===== src/rtl/alu_arbiter.sv =====
// Round-robin arbiter sharing one combinational ALU between two requesters.
// Operands are registered toward the ALU. The result is captured ALU_LAT
// cycles after launch and held as a valid/ready response.
module alu_arbiter #(
    parameter int W       = 9,
    parameter int OPW     = 4,
    parameter int ALU_LAT = 1
) (
    input  logic             clk,
    input  logic             rst,
    input  logic [1:0]       req_valid,
    output logic [1:0]       req_ready,
    input  logic [2*W-1:0]   req_a,
    input  logic [2*W-1:0]   req_b,
    input  logic [2*OPW-1:0] req_op,
    output logic [W-1:0]     alu_a,
    output logic [W-1:0]     alu_b,
    output logic [OPW-1:0]   alu_op,
    input  logic [W-1:0]     alu_y,
    output logic             rsp_valid,
    input  logic             rsp_ready,
    output logic             rsp_id,
    output logic [W-1:0]     rsp_data,
    output logic             busy
);

    typedef enum logic [1:0] {IDLE, WAIT, RESP} state_t;

    localparam logic [3:0] LAT_M1 = 4'(ALU_LAT - 1);

    state_t           r_state;
    state_t           w_next;
    logic             r_prio;
    logic [3:0]       r_cnt;
    logic [W-1:0]     r_alu_a;
    logic [W-1:0]     r_alu_b;
    logic [OPW-1:0]   r_alu_op;
    logic [W-1:0]     r_rsp_data;
    logic             r_rsp_id;
    logic             w_grant;
    logic             w_accept;

    // Grant: priority pointer breaks ties, otherwise the lone valid requester wins.
    always_comb begin
        w_grant   = (&req_valid) ? r_prio : req_valid[1];
        w_accept  = (r_state == IDLE) && (|req_valid);
        req_ready = '0;
        if (w_accept && !rst)
            req_ready = w_grant ? 2'b10 : 2'b01;
    end

    // State register.
    always_ff @(posedge clk or posedge rst) begin
        if (rst)
            r_state <= IDLE;
        else
            r_state <= w_next;
    end

    // Next-state logic.
    always_comb begin
        w_next = r_state;
        case (r_state)
            IDLE:    if (|req_valid) w_next = WAIT;
            WAIT:    if (r_cnt == 4'd0) w_next = RESP;
            RESP:    if (rsp_ready) w_next = IDLE;
            default: w_next = IDLE;
        endcase
    end

    // Operand launch, latency countdown, result capture and priority update.
    always_ff @(posedge clk or posedge rst) begin
        if (rst) begin
            r_prio     <= 1'b0;
            r_cnt      <= '0;
            r_alu_a    <= '0;
            r_alu_b    <= '0;
            r_alu_op   <= '0;
            r_rsp_data <= '0;
            r_rsp_id   <= 1'b0;
        end else begin
            case (r_state)
                IDLE: begin
                    if (w_accept) begin
                        r_alu_a  <= w_grant ? req_a[2*W-1:W]       : req_a[W-1:0];
                        r_alu_b  <= w_grant ? req_b[2*W-1:W]       : req_b[W-1:0];
                        r_alu_op <= w_grant ? req_op[2*OPW-1:OPW]  : req_op[OPW-1:0];
                        r_rsp_id <= w_grant;
                        r_cnt    <= LAT_M1;
                    end
                end
                WAIT: begin
                    if (r_cnt == 4'd0)
                        r_rsp_data <= alu_y;
                    else
                        r_cnt <= r_cnt - 4'd1;
                end
                RESP: begin
                    if (rsp_ready)
                        r_prio <= ~r_rsp_id;
                end
                default: ;
            endcase
        end
    end

    assign alu_a     = r_alu_a;
    assign alu_b     = r_alu_b;
    assign alu_op    = r_alu_op;
    assign rsp_data  = r_rsp_data;
    assign rsp_id    = r_rsp_id;
    assign rsp_valid = (r_state == RESP);
    assign busy      = (r_state != IDLE);

endmodule


===== config.mk =====
export PLATFORM = sky130hd
export DESIGN_NAME = alu_arbiter
export DESIGN_NICKNAME = d
export VERILOG_FILES = /design/src/rtl/alu_arbiter.sv
export SDC_FILE = /design/constraint.sdc
export NUM_CORES = 1
export LEC_CHECK = 0
export CAP_MARGIN = 20
export CORE_MARGIN = 2
export CORE_UTILIZATION = 30
export DETAILED_ROUTE_END_ITERATION = 8
export PLACE_DENSITY = 0.68
export SYNTH_ARGS = -nofsm -noshare
export SYNTH_HDL_FRONTEND = slang
export SYNTH_SLANG_ARGS = --single-unit

===== constraint.sdc =====
create_clock -name clk -period 2.7 [get_ports clk]
set_input_delay 0.405 -clock clk [delete_from_list [all_inputs] [get_ports clk]]
set_output_delay 0.405 -clock clk [all_outputs]
set_load 0.01 [all_outputs]

==> results of run 1 <==
-- Yosys cell counts, drive strengths merged (2+ instances only) --
library cell | n | area, um2
dfrtp | 39 | 976
o21ai | 25 | 125
a31oi | 23 | 144
a21oi | 22 | 110
nand3b | 22 | 165
clkbuf | 10 | 37.5
mux2 | 10 | 113
inv | 8 | 30.0
buf | 7 | 33.8
nor2 | 5 | 26.3
nand2 | 3 | 13.8
nor2b | 3 | 18.8
nand2b | 2 | 15.0
-- state kept, by name, summed over array words and instances, names as in the netlist --
name and flops:
r_state 2, r_prio 1, rsp_id 1, alu_op 4
alu_b 9, r_cnt 4, rsp_data 9, alu_a 9
-- path summary, 6_finish.rpt --
kind / start / end / depth (start not counted)
worst max-delay path: req_valid[1] / req_ready[1] / 4
worst min-delay path: rst / alu_a[7] / 2
worst max register to register: r_cnt[0] / rsp_data[0] / 5
worst min register to register: rsp_data[8] / rsp_data[8] / 1
max in group asynchronous: rst / rsp_data[1] / 3
min in group clk: rsp_data[8] / rsp_data[8] / 1
-- metal layers --
| layer | GRT usage [%] | routed length (um) | up-vias |
|---|---|---|---|
| met3 | 6.39 | 439 | 9 |
| li1 | - | - | 893 |
| met2 | 26.6 | 2550 | 63 |
| met4 | 4.62 | 97 | 0 |
| met1 | 17.0 | 2070 | 814 |
| met5 | 0 | 0 | - |
-- layout make-up --
class	count	area share, %
Tap cell	77	3.09
Multi-Input combinational cell	129	27.9
Inverter	8	0.964
Clock inverter	1	0.241
Sequential cell	39	31.3
Timing Repair Buffer	103	33.3
Clock buffer	7	3.09
-- per-stage QoR --
| step | hold WS (ps) | utilization [%] | instances | area [um2] | total power [mW] |
|---|---|---|---|---|---|
| after floorplan | 498 | - | 193 | 1940 | 1.91 |
| after global placement | 473 | 47.2 | 355 | 2980 | 2.72 |
| after detailed placement | 481 | 47.7 | 356 | 3010 | 2.75 |
| after CTS | 467 | 49.3 | 364 | 3110 | 3.19 |
| after global routing | 496 | 49.3 | 364 | 3110 | 3.39 |
| final | 468 | 49.3 | 364 | 3110 | 3.14 |
-- critical path, delay by kind of cell --
kind / cells / cell delay (ps)
and+or+nand+nor: 1 / 350
buffers and inverters: 3 / 1390
-- power breakdown --
| group | internal (mW) | total (mW) | leakage [nW] | switching [mW] |
|---|---|---|---|---|
| Sequential | 0.878 | 1.06 | 0.451 | 0.185 |
| Clock | 0.232 | 0.431 | 0.0505 | 0.199 |
| Combinational | 0.928 | 1.65 | 0.710 | 0.721 |
-- logic make-up after synthesis --
family	share of synthesized area [%]
AOI/OAI and AO/OA	22.1
and+or+nand+nor	15.6
DFF	50.2
buffers and inverters	5.21
muxes	6.31
adders and majority gates	0.643
==> summary.txt, run 1 <==
Antenna fix cells = 0
CTS Buf Count = 5
Gr ovfl total = 0
Worst min path class = in2async
Area of the multi-input gates = 870 um2
Vias in the first global route = 1,861
Worst vdd ir = 422 uV
Worst-skew pair later-pin latency = 290 ps
CTS tree = yes
F_max = 0.392 GHz
Row cnt = 29
Global placement routability congestion = 0.814
Crit-path slowest cell = clkdlybuf4s50_1
Clock Path Buffers = 2
Clk_skew = 9.71 ps
Max-cap violations = 0
Setup_tns = 0 ps
First-pass GRT wire length = 8740 um
Critical Path End Type = output pin
Reg2Reg Setup Slack = 1010 ps
Largest net degree at the start of global routing = 35
Syn nets = 252
Min Tclk post-route = 2550 ps
PD cells = 1010 mW/mm2
Initial antenna violation count = 0
Crit-path most repeated cell = clkdlybuf4s50_1
DRC errors left = 0
Register area = 976 um2
Worst EP required = 2300 ps
Async SR Flop Fraction = 100%
CP max FO = 7
# H-tree levels = 2
Final worst slack = 149 ps
Vias per cell = 4.89
DR iter-0 viols = 44
Most frequent cells in the layout = clkdlybuf4s50_1, dfrtp_1, o21ai_0
Max-slew violations = 0
Mapped cell area = 0.00194 mm2
Port Buffer Count = 93
Syn avg cell area = 10.1 um2
CP arrival = 2150 ps
Root Buffer = clkbuf_8
Leakage = 1.21 nW
I/O pin count = 94
Status = completed
DRT Wirelength = 5160 um
Tcrit/Tclk final = 94.5%
Worst path cell trace = clkdlybuf4s50_1, inv_1, nor4_1, clkdlybuf4s50_1
Worst slew pin tran = 528 ps
Commonest non-fill, non-tap cell in the layout = clkdlybuf4s50_1
Gr usage total = 15.3%
Synth Flop Type = dfrtp_1
Core area = 0.00631 mm2
YS warnings = 0
Die width = 84.5 um
Die Area = 0.00714 mm2
Worst-path clk slew = 80 ps
Hold_buf cts = 0
Post-CTS setup buffers = 0
Clock sink count = 39
Slew Limit Headroom = 64.6%
Synthesized flop and latch total = 39
First-pass iteration count of the detailed router = 4
Seq/Total Area, Yosys = 50.2%
Final hold vios = 0
CP peak stage delay = 650 ps
Die Span Y = 84.5 um
PostCTS Resize Cnt = 0
Layout cell share with drive strength beyond 1 = 10.8%
Layout area overhead = 60.2%
Post-synth cell types = 33
Layout filler cell count = 642
Setup violators final = 0
Critical setup path kind = in2out
EDFF count, synth = 0
Vias post-DR = 1,779
RSZ-0062 raised after global routing = no
Mapped Cells = 193
Post-DP HPWL = 4000 um
Drt wl/cell = 14.2 um
Effective utilization at floorplan = 30.8%
Nets = 345
DP Worst Slack = 138 ps
Crit start category = input pin
Antenna-violating nets left = 0
(Power assumes the default switching activity.)
==> run 2: changes to the inputs <==
--- a/config.mk
+++ b/config.mk
@@ -9,7 +9,9 @@
 export CORE_MARGIN = 2
 export CORE_UTILIZATION = 30
 export DETAILED_ROUTE_END_ITERATION = 8
-export PLACE_DENSITY = 0.68
+export DONT_BUFFER_PORTS = 1
+export HOLD_SLACK_MARGIN = 0.05
+export PLACE_DENSITY = 0.5
 export SYNTH_ARGS = -nofsm -noshare
 export SYNTH_HDL_FRONTEND = slang
 export SYNTH_SLANG_ARGS = --single-unit
==> run 2 against run 1 <==
  * Count of clock-buffer cells in the layout is 1 lower
  * Sequential cell count stayed put
  * Sequential share of layout area is 14 points higher
  * First-iteration DRC count increased by 18%
  * Critical path type is now reg2out
==> summary.txt, run 2 (same netlist as run 1, synthesis figures left out) <==
I/O pin count = 94
PostCTS Resize Cnt = 0
Min Tclk post-route = 2100 ps
DRT Wirelength = 4940 um
Final worst slack = 601 ps
Vias per cell = 5.45
Antenna-violating nets left = 0
Clk network pwr share = 19.2%
Worst path cell trace = nor2_4, inv_2, nor4_1
First-pass GRT wire length = 7600 um
Largest net degree at the start of global routing = 45
Gr ovfl total = 0
DRC errors left = 0
Worst vdd ir = 492 uV
# H-tree levels = 2
Finished Layout Cells = 268
Worst EP required = 2300 ps
Clock sink count = 39
CP delay by family, top = simple AND/OR/NAND/NOR gates
Antenna fix cells = 0
Initial antenna violation count = 0
Leakage = 0.839 nW
Status = completed
CP peak stage delay = 490 ps
Power Internal = 1.59 mW
Worst min path class = in2reg
Effective utilization at floorplan = 30.8%
Setup violators final = 0
Slew Limit Headroom = 52.3%
Crit start category = flip-flop
Layout cell share with drive strength beyond 1 = 14.7%
Worst-path clk slew = 70 ps
Worst-skew pair later-pin latency = 290 ps
PD cells = 1220 mW/mm2
Port Buffer Count = 0
CTS Buf Count = 5
CP arrival = 1690 ps
Tcrit/Tclk final = 77.8%
Die width = 84.5 um
Clk_skew = 8.16 ps
CP max FO = 13
Post-DP HPWL = 3510 um
Most frequent cells in the layout = dfrtp_1, o21ai_0, a31oi_1
P_sw = 1.05 mW
Critical Path End Type = output pin
Vias post-DR = 1,460
CTS tree = yes
Max-slew violations = 0
Global placement routability congestion = 0.761
Gate power share = 33.9%
F_max = 0.476 GHz
Setup_tns = 0 ps
Placed cells = 259
Nets = 249
Vias in the first global route = 1,422
Gr usage total = 13.5%
Commonest non-fill, non-tap cell in the layout = dfrtp_1
Layout area overhead = 11.5%
Final hold vios = 0
Row cnt = 29
RSZ-0062 raised after global routing = no
Worst slew pin tran = 714 ps
First-pass iteration count of the detailed router = 4
Sequential share of power = 46.9%
Reg2Reg Setup Slack = 1010 ps
Crit-path slowest cell = nor4_1
DP Worst Slack = 856 ps
Critical setup path kind = reg2out
Post-CTS setup buffers = 0
Drt wl/cell = 18.4 um
Worst Path Buf+Inv = 1
Die Area = 0.00714 mm2
Clock Path Buffers = 2
Die Span Y = 84.5 um
DR iter-0 viols = 52
Root Buffer = clkbuf_8
Max-cap violations = 0
Switching fraction of total power = 39.8%
Core area = 0.00631 mm2
run 2: cell types whose count changed in the layout (fill, tap and decap cells not counted):
cell             before  now
clkdlybuf4s50_1      93    0
buf_4                 8    5
buf_12                1    0
bufinv_16             0    1
clkbuf_8              7    6
clkinv_2              0    1
clkinvlp_4            1    0
dlygate4sd3_1         0    1
nor2_1                4    3
nor2_2                0    1
run 2: worst paths after layout:
kind,startpoint,to,cells after the start
hold reg to reg,r_prio,r_prio,2
setup / recovery,r_state[1],req_ready[1],3
setup reg to reg,r_cnt[0],rsp_data[1],5
max in group asynchronous,rst,alu_op[0],3
hold / removal,alu_y[3],rsp_data[3],1
min in group asynchronous,rst,rsp_id,2
run 2: per-stage QoR:
stage / cell area, um2 / power, mW / hold slack (ps) / utilization (%)
after floorplan: 1940 / 1.91 / 498 / -
after global placement: 2010 / 2.14 / 481 / 31.9
after detailed placement: 2040 / 2.16 / 245 / 32.3
after CTS: 2170 / 2.68 / 230 / 34.3
after global routing: 2170 / 2.82 / 243 / 34.3
final: 2170 / 2.64 / 248 / 34.3
run 2: power groups by stage:
stage	clock, mW	sequential, mW	combinational (mW)
after floorplan	0	1.17	0.737
after global placement	0	1.25	0.896
after detailed placement	0	1.25	0.914
after CTS	0.528	1.24	0.909
after global routing	0.547	1.27	1.00
final	0.507	1.24	0.893
run 2: layout make-up:
| type | count | area (um2) |
|---|---|---|
| clock inverters | 2 | 35.0 |
| well taps | 77 | 96.3 |
| flip-flops and latches | 39 | 976 |
| repair buffers | 7 | 75.1 |
| clock buffers | 6 | 82.6 |
| fillers | 636 | 4150 |
| multi-input cells | 129 | 872 |
| inverters | 8 | 30.0 |
run 2: per-layer routing:
| layer | up-vias | global-route usage, % | routed length, um |
|---|---|---|---|
| li1 | 694 | - | - |
| met1 | 694 | 18.1 | 2200 |
| met2 | 67 | 20.8 | 2230 |
| met3 | 5 | 5.31 | 465 |
| met4 | 0 | 3.03 | 40 |
| met5 | - | 0 | 0 |
run 2: repair_timing:
| item | CTS | global route |
|---|---|---|
| hold buffers | 1 | 0 |
| setup endpoints to repair | 0 | 0 |
| hold endpoints to repair | 7 | 0 |
